$ cat src/rtl/conv_pkg.sv
// rtl/conv_pkg.sv - shared types and constants for the conv job sequencer
package conv_pkg;

  localparam int DSIZE_DEF = 1024;  // byte depth of the conv DI/DO memories
  localparam int KSIZE_DEF = 5;     // largest kernel edge accepted

  localparam logic [1:0] ERR_NONE   = 2'd0;
  localparam logic [1:0] ERR_STRIDE = 2'd1;
  localparam logic [1:0] ERR_KSIZE  = 2'd2;
  localparam logic [1:0] ERR_DSIZE  = 2'd3;

  typedef enum logic [2:0] {
    ST_IDLE,
    ST_CHECK,
    ST_DIV_X,
    ST_DIV_Y,
    ST_LOAD,
    ST_RUN,
    ST_DRAIN
  } state_t;

endpackage

$ cat src/rtl/conv_job_sequencer_if.sv
// rtl/conv_job_sequencer_if.sv - descriptor, input stream and result stream bundle
// Ports (slave = sequencer side):
//   cfg_*  : descriptor handshake and fields (master -> slave, cfg_ready back)
//   in_*   : 32-bit input pixel stream, 4 bytes per word little-endian
//   out_*  : 32-bit result stream with out_last on the final word
interface conv_job_sequencer_if;
  logic        cfg_valid;
  logic        cfg_ready;
  logic [7:0]  cfg_data_width;
  logic [7:0]  cfg_data_height;
  logic [3:0]  cfg_stride_x;
  logic [3:0]  cfg_stride_y;
  logic [3:0]  cfg_kernel_width;
  logic [3:0]  cfg_kernel_height;

  logic        in_valid;
  logic        in_ready;
  logic [31:0] in_data;

  logic        out_valid;
  logic        out_ready;
  logic [31:0] out_data;
  logic        out_last;

  modport master (
    output cfg_valid, cfg_data_width, cfg_data_height, cfg_stride_x, cfg_stride_y,
           cfg_kernel_width, cfg_kernel_height,
    input  cfg_ready,
    output in_valid, in_data,
    input  in_ready,
    input  out_valid, out_data, out_last,
    output out_ready
  );

  modport slave (
    input  cfg_valid, cfg_data_width, cfg_data_height, cfg_stride_x, cfg_stride_y,
           cfg_kernel_width, cfg_kernel_height,
    output cfg_ready,
    input  in_valid, in_data,
    output in_ready,
    output out_valid, out_data, out_last,
    input  out_ready
  );
endinterface

$ cat src/rtl/conv_iter_div.sv
// rtl/conv_iter_div.sv - 8-bit by 4-bit sequential subtract divider
// Ports:
//   clk, rst_n : clock, asynchronous active-low reset
//   start      : load dividend/divisor and begin (takes priority over a running division)
//   dividend   : 8-bit numerator, divisor : 4-bit denominator (must be non-zero)
//   done       : high for the single cycle in which the quotient is final
//   quotient   : running quotient, final while done is high
module conv_iter_div (
  input  logic       clk,
  input  logic       rst_n,
  input  logic       start,
  input  logic [7:0] dividend,
  input  logic [3:0] divisor,
  output logic       done,
  output logic [7:0] quotient
);

  logic [7:0] rem_q;
  logic [7:0] quot_q;
  logic [3:0] div_q;
  logic       active_q;
  logic       can_sub;

  assign can_sub  = rem_q >= {4'd0, div_q};
  // One subtraction per cycle; the first cycle that cannot subtract reports done,
  // so a division costs quotient+1 cycles.
  assign done     = active_q && !can_sub;
  assign quotient = quot_q;

  always_ff @(posedge clk or negedge rst_n) begin
    if (!rst_n) begin
      rem_q    <= 8'd0;
      quot_q   <= 8'd0;
      div_q    <= 4'd0;
      active_q <= 1'b0;
    end else if (start) begin
      rem_q    <= dividend;
      quot_q   <= 8'd0;
      div_q    <= divisor;
      active_q <= 1'b1;
    end else if (active_q) begin
      if (can_sub) begin
        rem_q  <= rem_q - {4'd0, div_q};
        quot_q <= quot_q + 8'd1;
      end else begin
        active_q <= 1'b0;
      end
    end
  end

endmodule

$ cat src/rtl/conv_job_sequencer.sv
// rtl/conv_job_sequencer.sv - sequences one convolution job through the conv engine
// Ports:
//   clk, rst_n          : clock, asynchronous active-low reset
//   bus (slave)         : descriptor handshake, input pixel stream, result stream
//   conv_* config       : registered job configuration, stable until next descriptor
//   conv_mi_*           : conv input memory write port (byte address = 4 * word)
//   conv_mo_*           : conv output memory read port (combinational read data)
//   conv_start/done     : engine kick and completion
//   busy                : high whenever not idle
//   job_done            : pulse on acceptance of the final result word
//   err/err_code        : pulse with reason when a descriptor is rejected
module conv_job_sequencer
  import conv_pkg::*;
#(
  parameter int DSIZE = DSIZE_DEF,
  parameter int KSIZE = KSIZE_DEF,
  parameter int AW    = $clog2(DSIZE) + 1
) (
  input  logic                 clk,
  input  logic                 rst_n,
  conv_job_sequencer_if.slave  bus,
  output logic [7:0]           conv_data_width,
  output logic [7:0]           conv_data_height,
  output logic [7:0]           conv_result_width,
  output logic [7:0]           conv_result_height,
  output logic [3:0]           conv_stride_x,
  output logic [3:0]           conv_stride_y,
  output logic [3:0]           conv_kernel_width,
  output logic [3:0]           conv_kernel_height,
  output logic [AW-1:0]        conv_mi_addr,
  output logic [31:0]          conv_mi_data,
  output logic                 conv_mi_wr,
  output logic [AW-1:0]        conv_mo_addr,
  input  logic [31:0]          conv_mo_data,
  output logic                 conv_start,
  input  logic                 conv_done,
  output logic                 busy,
  output logic                 job_done,
  output logic                 err,
  output logic [1:0]           err_code
);

  localparam logic [7:0]  KMAX = 8'(KSIZE);
  localparam logic [16:0] DMAX = 17'(DSIZE);

  state_t        state_q, state_d;
  logic [AW-1:0] nwords_q;
  logic [AW-1:0] cnt_q;
  logic          run_first_q;

  logic [15:0]   nbytes;
  logic [16:0]   nwords_full;
  logic [1:0]    chk_code;
  logic          in_beat, out_beat, last_word;
  logic [AW-1:0] word_addr;

  logic          div_start, div_done;
  logic [7:0]    div_dividend, div_quot;
  logic [3:0]    div_divisor;

  conv_iter_div u_div (
    .clk      (clk),
    .rst_n    (rst_n),
    .start    (div_start),
    .dividend (div_dividend),
    .divisor  (div_divisor),
    .done     (div_done),
    .quotient (div_quot)
  );

  // Descriptor validation on the latched config; first failing rule wins.
  always_comb begin
    nbytes      = {8'd0, conv_data_width} * {8'd0, conv_data_height};
    nwords_full = ({1'b0, nbytes} + 17'd3) >> 2;
    chk_code    = ERR_NONE;
    if (conv_stride_x == 4'd0 || conv_stride_y == 4'd0) begin
      chk_code = ERR_STRIDE;
    end else if ({4'd0, conv_kernel_width} > conv_data_width ||
                 {4'd0, conv_kernel_height} > conv_data_height ||
                 {4'd0, conv_kernel_width} > KMAX ||
                 {4'd0, conv_kernel_height} > KMAX) begin
      chk_code = ERR_KSIZE;
    end else if ({1'b0, nbytes} > DMAX) begin
      chk_code = ERR_DSIZE;
    end
  end

  assign in_beat   = bus.in_valid && (state_q == ST_LOAD);
  assign out_beat  = bus.out_ready && (state_q == ST_DRAIN);
  assign last_word = (cnt_q == (nwords_q - AW'(1)));
  assign word_addr = AW'({cnt_q, 2'b00});

  always_comb begin
    state_d      = state_q;
    div_start    = 1'b0;
    div_dividend = conv_data_width - {4'd0, conv_kernel_width};
    div_divisor  = conv_stride_x;
    case (state_q)
      ST_IDLE:  if (bus.cfg_valid) state_d = ST_CHECK;
      ST_CHECK: begin
        if (chk_code != ERR_NONE) begin
          state_d = ST_IDLE;
        end else begin
          div_start = 1'b1;
          state_d   = ST_DIV_X;
        end
      end
      ST_DIV_X: begin
        // The single divider is reloaded with the Y operands on the X done cycle.
        if (div_done) begin
          div_start    = 1'b1;
          div_dividend = conv_data_height - {4'd0, conv_kernel_height};
          div_divisor  = conv_stride_y;
          state_d      = ST_DIV_Y;
        end
      end
      ST_DIV_Y: if (div_done) state_d = ST_LOAD;
      ST_LOAD:  if (in_beat && last_word) state_d = ST_RUN;
      // conv_done is only honoured after the start cycle.
      ST_RUN:   if (!run_first_q && conv_done) state_d = ST_DRAIN;
      ST_DRAIN: if (out_beat && last_word) state_d = ST_IDLE;
      default:  state_d = ST_IDLE;
    endcase
  end

  // cfg_ready is held low while reset is asserted so every output reads 0 in reset.
  assign bus.cfg_ready = rst_n && (state_q == ST_IDLE);
  assign bus.in_ready  = (state_q == ST_LOAD);
  assign bus.out_valid = (state_q == ST_DRAIN);
  assign bus.out_data  = (state_q == ST_DRAIN) ? conv_mo_data : 32'd0;
  assign bus.out_last  = (state_q == ST_DRAIN) && last_word;

  assign conv_mi_wr   = in_beat;
  assign conv_mi_data = (state_q == ST_LOAD) ? bus.in_data : 32'd0;
  assign conv_mi_addr = (state_q == ST_LOAD) ? word_addr : '0;
  assign conv_mo_addr = (state_q == ST_DRAIN) ? word_addr : '0;
  assign conv_start   = (state_q == ST_RUN) && run_first_q;

  assign busy     = (state_q != ST_IDLE);
  assign job_done = out_beat && last_word;
  assign err      = (state_q == ST_CHECK) && (chk_code != ERR_NONE);
  assign err_code = (state_q == ST_CHECK) ? chk_code : ERR_NONE;

  always_ff @(posedge clk or negedge rst_n) begin
    if (!rst_n) begin
      state_q            <= ST_IDLE;
      conv_data_width    <= 8'd0;
      conv_data_height   <= 8'd0;
      conv_result_width  <= 8'd0;
      conv_result_height <= 8'd0;
      conv_stride_x      <= 4'd0;
      conv_stride_y      <= 4'd0;
      conv_kernel_width  <= 4'd0;
      conv_kernel_height <= 4'd0;
      nwords_q           <= '0;
      cnt_q              <= '0;
      run_first_q        <= 1'b0;
    end else begin
      state_q <= state_d;
      if (state_q == ST_IDLE && bus.cfg_valid) begin
        conv_data_width    <= bus.cfg_data_width;
        conv_data_height   <= bus.cfg_data_height;
        conv_stride_x      <= bus.cfg_stride_x;
        conv_stride_y      <= bus.cfg_stride_y;
        conv_kernel_width  <= bus.cfg_kernel_width;
        conv_kernel_height <= bus.cfg_kernel_height;
      end
      if (state_q == ST_CHECK) nwords_q <= AW'(nwords_full);
      if (state_q == ST_DIV_X && div_done) conv_result_width <= div_quot;
      if (state_q == ST_DIV_Y && div_done) conv_result_height <= div_quot;
      // One counter serves LOAD then DRAIN; it wraps to 0 on the last word of each.
      if (in_beat || out_beat) cnt_q <= last_word ? '0 : cnt_q + AW'(1);
      run_first_q <= in_beat && last_word;
    end
  end

endmodule
$ cat src/flat_wrapper.sv
// flat-port wrapper written by rule: the top's interface ports become plain ports
module conv_job_sequencer_flat import conv_pkg::*;
#(
  parameter int DSIZE = DSIZE_DEF,
  parameter int KSIZE = KSIZE_DEF,
  parameter int AW    = $clog2(DSIZE) + 1
)
  (clk, rst_n, conv_data_width, conv_data_height, conv_result_width, conv_result_height, conv_stride_x, conv_stride_y, conv_kernel_width, conv_kernel_height, conv_mi_addr, conv_mi_data, conv_mi_wr, conv_mo_addr, conv_mo_data, conv_start, conv_done, busy, job_done, err, err_code, bus_cfg_valid, bus_cfg_data_width, bus_cfg_data_height, bus_cfg_stride_x, bus_cfg_stride_y, bus_cfg_kernel_width, bus_cfg_kernel_height, bus_cfg_ready, bus_in_valid, bus_in_data, bus_in_ready, bus_out_valid, bus_out_data, bus_out_last, bus_out_ready);
  conv_job_sequencer_if bus_i ();
  input  logic clk;
  input  logic rst_n;
  output logic [7:0] conv_data_width;
  output logic [7:0] conv_data_height;
  output logic [7:0] conv_result_width;
  output logic [7:0] conv_result_height;
  output logic [3:0] conv_stride_x;
  output logic [3:0] conv_stride_y;
  output logic [3:0] conv_kernel_width;
  output logic [3:0] conv_kernel_height;
  output logic [AW-1:0] conv_mi_addr;
  output logic [31:0] conv_mi_data;
  output logic conv_mi_wr;
  output logic [AW-1:0] conv_mo_addr;
  input  logic [31:0] conv_mo_data;
  output logic conv_start;
  input  logic conv_done;
  output logic busy;
  output logic job_done;
  output logic err;
  output logic [1:0] err_code;
  input wire logic [$bits(bus_i.cfg_valid)-1:0] bus_cfg_valid;
  input wire logic [$bits(bus_i.cfg_data_width)-1:0] bus_cfg_data_width;
  input wire logic [$bits(bus_i.cfg_data_height)-1:0] bus_cfg_data_height;
  input wire logic [$bits(bus_i.cfg_stride_x)-1:0] bus_cfg_stride_x;
  input wire logic [$bits(bus_i.cfg_stride_y)-1:0] bus_cfg_stride_y;
  input wire logic [$bits(bus_i.cfg_kernel_width)-1:0] bus_cfg_kernel_width;
  input wire logic [$bits(bus_i.cfg_kernel_height)-1:0] bus_cfg_kernel_height;
  output wire logic [$bits(bus_i.cfg_ready)-1:0] bus_cfg_ready;
  input wire logic [$bits(bus_i.in_valid)-1:0] bus_in_valid;
  input wire logic [$bits(bus_i.in_data)-1:0] bus_in_data;
  output wire logic [$bits(bus_i.in_ready)-1:0] bus_in_ready;
  output wire logic [$bits(bus_i.out_valid)-1:0] bus_out_valid;
  output wire logic [$bits(bus_i.out_data)-1:0] bus_out_data;
  output wire logic [$bits(bus_i.out_last)-1:0] bus_out_last;
  input wire logic [$bits(bus_i.out_ready)-1:0] bus_out_ready;
  assign bus_i.cfg_valid = bus_cfg_valid;
  assign bus_i.cfg_data_width = bus_cfg_data_width;
  assign bus_i.cfg_data_height = bus_cfg_data_height;
  assign bus_i.cfg_stride_x = bus_cfg_stride_x;
  assign bus_i.cfg_stride_y = bus_cfg_stride_y;
  assign bus_i.cfg_kernel_width = bus_cfg_kernel_width;
  assign bus_i.cfg_kernel_height = bus_cfg_kernel_height;
  assign bus_cfg_ready = bus_i.cfg_ready;
  assign bus_i.in_valid = bus_in_valid;
  assign bus_i.in_data = bus_in_data;
  assign bus_in_ready = bus_i.in_ready;
  assign bus_out_valid = bus_i.out_valid;
  assign bus_out_data = bus_i.out_data;
  assign bus_out_last = bus_i.out_last;
  assign bus_i.out_ready = bus_out_ready;
  conv_job_sequencer #(.DSIZE(DSIZE), .KSIZE(KSIZE), .AW(AW)) u_core (.clk(clk), .rst_n(rst_n), .bus(bus_i), .conv_data_width(conv_data_width), .conv_data_height(conv_data_height), .conv_result_width(conv_result_width), .conv_result_height(conv_result_height), .conv_stride_x(conv_stride_x), .conv_stride_y(conv_stride_y), .conv_kernel_width(conv_kernel_width), .conv_kernel_height(conv_kernel_height), .conv_mi_addr(conv_mi_addr), .conv_mi_data(conv_mi_data), .conv_mi_wr(conv_mi_wr), .conv_mo_addr(conv_mo_addr), .conv_mo_data(conv_mo_data), .conv_start(conv_start), .conv_done(conv_done), .busy(busy), .job_done(job_done), .err(err), .err_code(err_code));
endmodule
$ cat config.mk
export PLATFORM = sky130hd
export DESIGN_NAME = conv_job_sequencer_flat
export DESIGN_NICKNAME = d
export VERILOG_FILES = /design/src/rtl/conv_pkg.sv /design/src/rtl/conv_job_sequencer_if.sv /design/src/rtl/conv_iter_div.sv /design/src/rtl/conv_job_sequencer.sv /design/src/flat_wrapper.sv
export SDC_FILE = /design/constraint.sdc
export NUM_CORES = 1
export LEC_CHECK = 0
export ABC_AREA = 1
export CORE_ASPECT_RATIO = 1.1
export CORE_MARGIN = 3
export CORE_UTILIZATION = 38
export DETAILED_ROUTE_END_ITERATION = 10
export GPL_TIMING_DRIVEN = 1
export PLACE_DENSITY = 0.7
export SYNTH_ARGS = -nofsm -noshare
export SYNTH_HDL_FRONTEND = slang
export SYNTH_SLANG_ARGS = --single-unit
$ cat constraint.sdc
create_clock -name clk -period 7.05 [get_ports clk]
set_clock_uncertainty 0.15 [all_clocks]
set_input_delay 1.41 -clock clk [delete_from_list [all_inputs] [get_ports clk]]
set_output_delay 1.41 -clock clk [all_outputs]
set_load 0.03 [all_outputs]
Word-level counts from Yosys, hierarchy flattened
Index checks and enable logic that the tools add are counted.
Storage, ports and cells
  logic and storage cells: 105
  input bits: 102
  bits in registers: 95
Cells by class
  multiply operators: 1
  equal/unequal tests: 13
  magnitude comparators: 6
  muxes and demuxes: 33
  add/sub/neg operators: 7
  reductions and logical operators: 29
Operators with widths (number)
  32-bit 2-to-1 mux: 2
  8-bit 2-to-1 mux: 8
  11-bit 2-to-1 mux: 3
  8-bit by 4-bit subtractor with 8-bit output: 3
  3-bit one-hot mux with 7 select lines: 1
  3-bit 2-to-1 mux: 6
  16-bit by 11-bit > comparator with 1-bit output, second input constant: 1
  4-bit by 8-bit > comparator with 1-bit output: 2
  8-bit by 8-bit multiplier with 16-bit output: 1
  13-bit by 2-bit adder with 13-bit output, second input constant: 1
  1-bit logical AND: 13
  11-bit by 1-bit adder with 11-bit output, second input constant: 1
  11-bit == test: 1
  11-bit by 1-bit subtractor with 11-bit output, second input constant: 1
  2-bit 2-to-1 mux: 5
  3-bit == test, second input constant: 3
  8-bit by 1-bit adder with 8-bit output, second input constant: 1
  8-bit by 4-bit >= comparator with 1-bit output: 1
  4-bit by 3-bit > comparator with 1-bit output, second input constant: 2
  4-bit zero test: 2
  4-bit 2-to-1 mux: 2
  2-bit by 1-bit != test with 1-bit output, second input constant: 4
  3-bit by 2-bit == test with 1-bit output, second input constant: 2
  6-bit AND reduction: 1
  other kinds (10): 22

Depth between registers and ports, before layout
  depth in word-level cells: 11
  gate-level depth with buffers: 29
  depth with buffers taken out: 27

Modules after synthesis
A second synthesis with hierarchy kept.
Unflattened totals
  cell total of the unflattened synthesis: 1303
  area, all modules: 8770.9 um^2
By module, submodules not included
  conv_job_sequencer: times used 1, area an instance 7420.9 um^2, cells an instance 1114
  conv_iter_div: times used 1, area an instance 1350.0 um^2, cells an instance 189

Worst setup path after synthesis
No wires, ideal clock.
  path kind: reg-to-output
  start point: register u_core.conv_data_height[6]
  end point: output err_code[0]
  stages on the path, launching flop included: 24
  path slack: 744 ps
  data required time: 5490 ps
  arrival: 4746 ps
  cell sequence: dfrtp_1 -> clkbuf_1 -> nand2_1 -> fa_1 -> fa_1 -> inv_1 -> fa_1 -> inv_1 -> fa_1 -> inv_1 -> ha_1 -> nand2_1 -> nand2_1 -> a21oi_1 -> nand2_1 -> nand2_1 -> nand2_1 -> nand2_1 -> nand2_1 -> nand2_1 -> nor2_4 -> nand2_1 -> nand2_1 -> a21oi_1
Between the ends
  word-level cells in the longest chain between the ends: 7
Ends and longest elaborated chain
  start: declaration: RTL line conv_job_sequencer.sv:23  | output logic [7:0] conv_data_height,
  start signal: assignment: RTL line conv_job_sequencer.sv:162  | conv_data_height <= bus.cfg_data_height;
  parallel branches: the longest is 4 deep, another holds 8-bit by 8-bit multiplier with 16-bit output
  2-bit 2-to-1 mux (*): RTL line conv_job_sequencer.sv:78  | end else if ({4'd0, conv_kernel_width} > conv_data_width ||
  2-bit 2-to-1 mux (*): RTL line conv_job_sequencer.sv:76  | if (conv_stride_x == 4'd0 || conv_stride_y == 4'd0) begin
  2-bit 2-to-1 mux (*): RTL line conv_job_sequencer.sv:142  | assign err_code = (state_q == ST_CHECK) ? chk_code : ERR_NONE;
  end: declaration: RTL line flat_wrapper.sv:30  | output logic [1:0] err_code;
Every way passes the cells marked *.

Worst setup path in the final report
  start point: register u_core.conv_data_height[4]
  end point: output err
Between the ends
  word-level cells in the longest chain between the ends: 8
Ends and longest elaborated chain
  parallel branches: the longest is 4 deep, another holds 8-bit by 8-bit multiplier with 16-bit output
  2-bit 2-to-1 mux (*): RTL line conv_job_sequencer.sv:78
  2-bit 2-to-1 mux (*): RTL line conv_job_sequencer.sv:76
  2-bit nonzero test (*): RTL line conv_job_sequencer.sv:141  | assign err = (state_q == ST_CHECK) && (chk_code != ERR_NONE);
  1-bit logical AND (*): RTL line conv_job_sequencer.sv:141
  end: declaration: RTL line flat_wrapper.sv:29  | output logic err;
Marks and branches as above.

==> metrics.txt <==
Worst-Margin Slew approximately 1 ns; CP max stage delay roughly 0.56 ns; final hold vios 0; min Tclk post-route ~6.6 ns; max_slew headroom between 30% and 40%; drc violations 0; Port Buffers 242; first-pass GRT wire length just under 40,000 um; pin count of the biggest net entering global routing between 50 and 60; flops & latches, synth 95; GR Overflow Total 0; Post-DRT Antenna Nets 0; CTS tree done; CTS Root Cell clkbuf_16; Final Max Tran Viols 0; depth of the worst hold-timing path 2; EDFF count, synth 0; Row Count between 50 and 60; Setup Crit Path Kind flop to primary output; 1st-iter DRT viols approximately 370; hold crit path type flop to flop; register area share after synthesis 27.7%; vias in the first global route slightly below 8,000; most area-consuming cells after synthesis dfrtp_1 28%, nand2_1 13%, inv_1 12%; cts hold-fix bufs 0; H-tree depth 3; Synth Flop Type dfrtp_1; Max stage delay cell, worst path fa_1; drt pass-1 iters 6; Post-synth top cells 293 x nand2_1, 272 x inv_1, 145 x nor2_1, 95 x dfrtp_1, 64 x o21ai_0; initial core utilization just under 40%; post-synth cell types 50; Worst-path clk slew 0.07 ns; clock sink total 95; CP most frequent cell nand2_1; worst skew pair latency roughly 0.36 ns; Async SR Flop Fraction 100%; CP Data Arrival Time a little over 5 ns; Worst EP required between 5 and 6 ns; Num CTS Buffers 9; element type at the critical path start flop; final wirelength 24,500 um; max-cap violations 0; fin crit share 93.5%; Worst Reg-to-Reg Cells 23; synth-to-layout area growth 35.5%; Core Box Area 22,200 um2; Final #Nets between 1,500 and 2,000; total die area around 24,000 um2; I/O pin count around 250; Ys Warns 0; ratio of cells with drive above 1 in the final layout between 7 and 8%; Avg Synthesized Cell Area approximately 6.9 um2; drt wl/cell approximately 14 um; crit end category primary output; GRT Util Overall between 15 and 20%; chip width roughly 150 um; clk buf depth 2; Gate Count Post-Synth 1,239; Yosys top cell by area dfrtp_1; # setup viols final 0; Final GP Congestion around 0.87; Yosys top cell area share between 20% and 30%; initial antenna violation count 2; vias around 8,200; Cell Chain, Critical Path buf_4 > nand2_1 > inv_1 > fa_1 > fa_1 > inv_1 > fa_1 > fa_1 > inv_1 > ha_1 > inv_1 > nand2_1 > nand3_1 > nand2_1 > nand2_1 > nand2_1 > nand3_1 > o21ai_4 > nand3_1 > o21a_1 > clkbuf_2; DP HPWL 19,500 um; crit-path max FO 7; status finished, final reports clean; Die Y about 160 um; most common cell in the netlist nand2_1; TNS Setup 0 ns; synthesized cell area 8590 um2; RSZ-0062 raised after global routing no; Fmax around 150 MHz; DR vias/cell between 4 and 5
## kinds of logic (layout without fill, tap and decap cells)
family,Yosys count,after routing,synth area share [%]
AND/OR/NAND/NOR,573,573,29.1
buffers and inverters,329,561,15.1
AO/OA/AOI/OAI,105,105,6.73
flip-flops,95,95,27.7
adder cells (fa/ha/maj),90,90,16.5
XOR/XNOR,37,37,3.77
multiplexers,9,9,1.15
other,1,5,0.0436
## final timing paths
check | from | endpoint | slack (ns)
worst min-delay path | u_core.conv_result_height[4]$_DFFE_PN0P_ | u_core.conv_result_height[4]$_DFFE_PN0P_ | 0.33
max in group asynchronous | rst_n | u_core.conv_data_height[3]$_DFFE_PN0P_ | 4.69
min in group asynchronous | rst_n | u_core.conv_result_height[6]$_DFFE_PN0P_ | 0.88
worst max-delay path | u_core.conv_data_height[4]$_DFFE_PN0P_ | err | 0.46
worst max register to register | u_core.conv_data_height[4]$_DFFE_PN0P_ | u_core.u_div.rem_q[5]$_DFFE_PN0P_ | 1.80
worst min register to register | u_core.conv_result_height[4]$_DFFE_PN0P_ | u_core.conv_result_height[4]$_DFFE_PN0P_ | 0.33
## critical path: cells and delay by family (launching register included)
kind	cells	cell delay, ns
flops	1	0.46
fa+ha+maj	5	2.36
simple gates	8	0.81
compound gates	2	0.46
buf+inv	6	0.58
## layout make-up
type	count	area, um2
repair buffers	262	2560
diodes	1	2.50
clock inverters	6	63.8
clock buffers	10	239
well taps	295	369
fillers	2157	10500
flip-flops and latches	95	2390
inverters	283	1060
multi-input cells	818	4950
## state kept, by name (all words and copies together), names as in the netlist, 8 cells and up
signal / count
u_core.conv_result_height: 8
u_core.conv_data_width: 8
u_core.cnt_q: 11
u_core.conv_result_width: 8
u_core.conv_data_height: 8
u_core.u_div.rem_q: 8
u_core.nwords_q: 11
u_core.u_div.quotient: 8
## layout by cell type, fill, tap and decap left out, types with 3 or more instances in the layout
cell type / Yosys / final
nor3_1: 10 / 10
a21oi_1: 14 / 13
nor4_1: 7 / 7
nor2_2: 17 / 17
fa_1: 39 / 39
inv_2: 8 / 8
nand3_1: 54 / 54
nor2_4: 3 / 4
dfrtp_2: 0 / 10
nand2_2: 7 / 7
ha_1: 51 / 51
o22ai_1: 3 / 3
conb_1: 1 / 4
buf_4: 6 / 21
nand3_2: 6 / 6
mux2_2: 7 / 7
nand2_1: 293 / 293
o21ai_0: 64 / 64
clkinv_1: 3 / 3
dfrtp_1: 95 / 85
o21ai_1: 7 / 7
xor2_1: 27 / 27
nor2_1: 145 / 144
clkdlybuf4s50_1: 0 / 238
inv_1: 272 / 272
a31oi_1: 5 / 5
xnor2_1: 10 / 10
nand3b_1: 5 / 5
nand4_1: 13 / 13
clkbuf_16: 0 / 9
## through the flow
stage | cells | utilization (%) | hold slack, ns | worst slack [ns] | cell area (um2)
2_1_floorplan | 1242 | - | 0.298 | 0.744 | 8600
3_3_place_gp | 1741 | 50.6 | 0.311 | 0.356 | 11200
3_5_place_dp | 1741 | 50.6 | 0.318 | 0.292 | 11200
4_1_cts | 1757 | 52.0 | 0.341 | 0.0133 | 11500
5_1_grt | 1769 | 52.5 | 0.363 | 0.0853 | 11600
6_report | 1770 | 52.5 | 0.335 | 0.456 | 11600
## metal layers
metal  global-route usage (%)  vias to the layer above  share of wire (%)
met5                        0                        -               0.10
met4                     5.53                        4                1.7
met3                     4.99                       28                7.2
met2                     34.3                      244                 49
met1                     23.6                     3790                 42
li1                         -                     4174                  -
## repair_timing
action | 4_1_cts | 5_1_grt
pin swaps | 0 | 0
gates cloned | 0 | 0
setup endpoints to repair | 3 | 3
gates resized for setup | 5 | 14
buffers inserted | 0 | 12
Power is not shown: default switching activity piles up to over one toggle a cycle in this logic, so the estimate is an artifact.
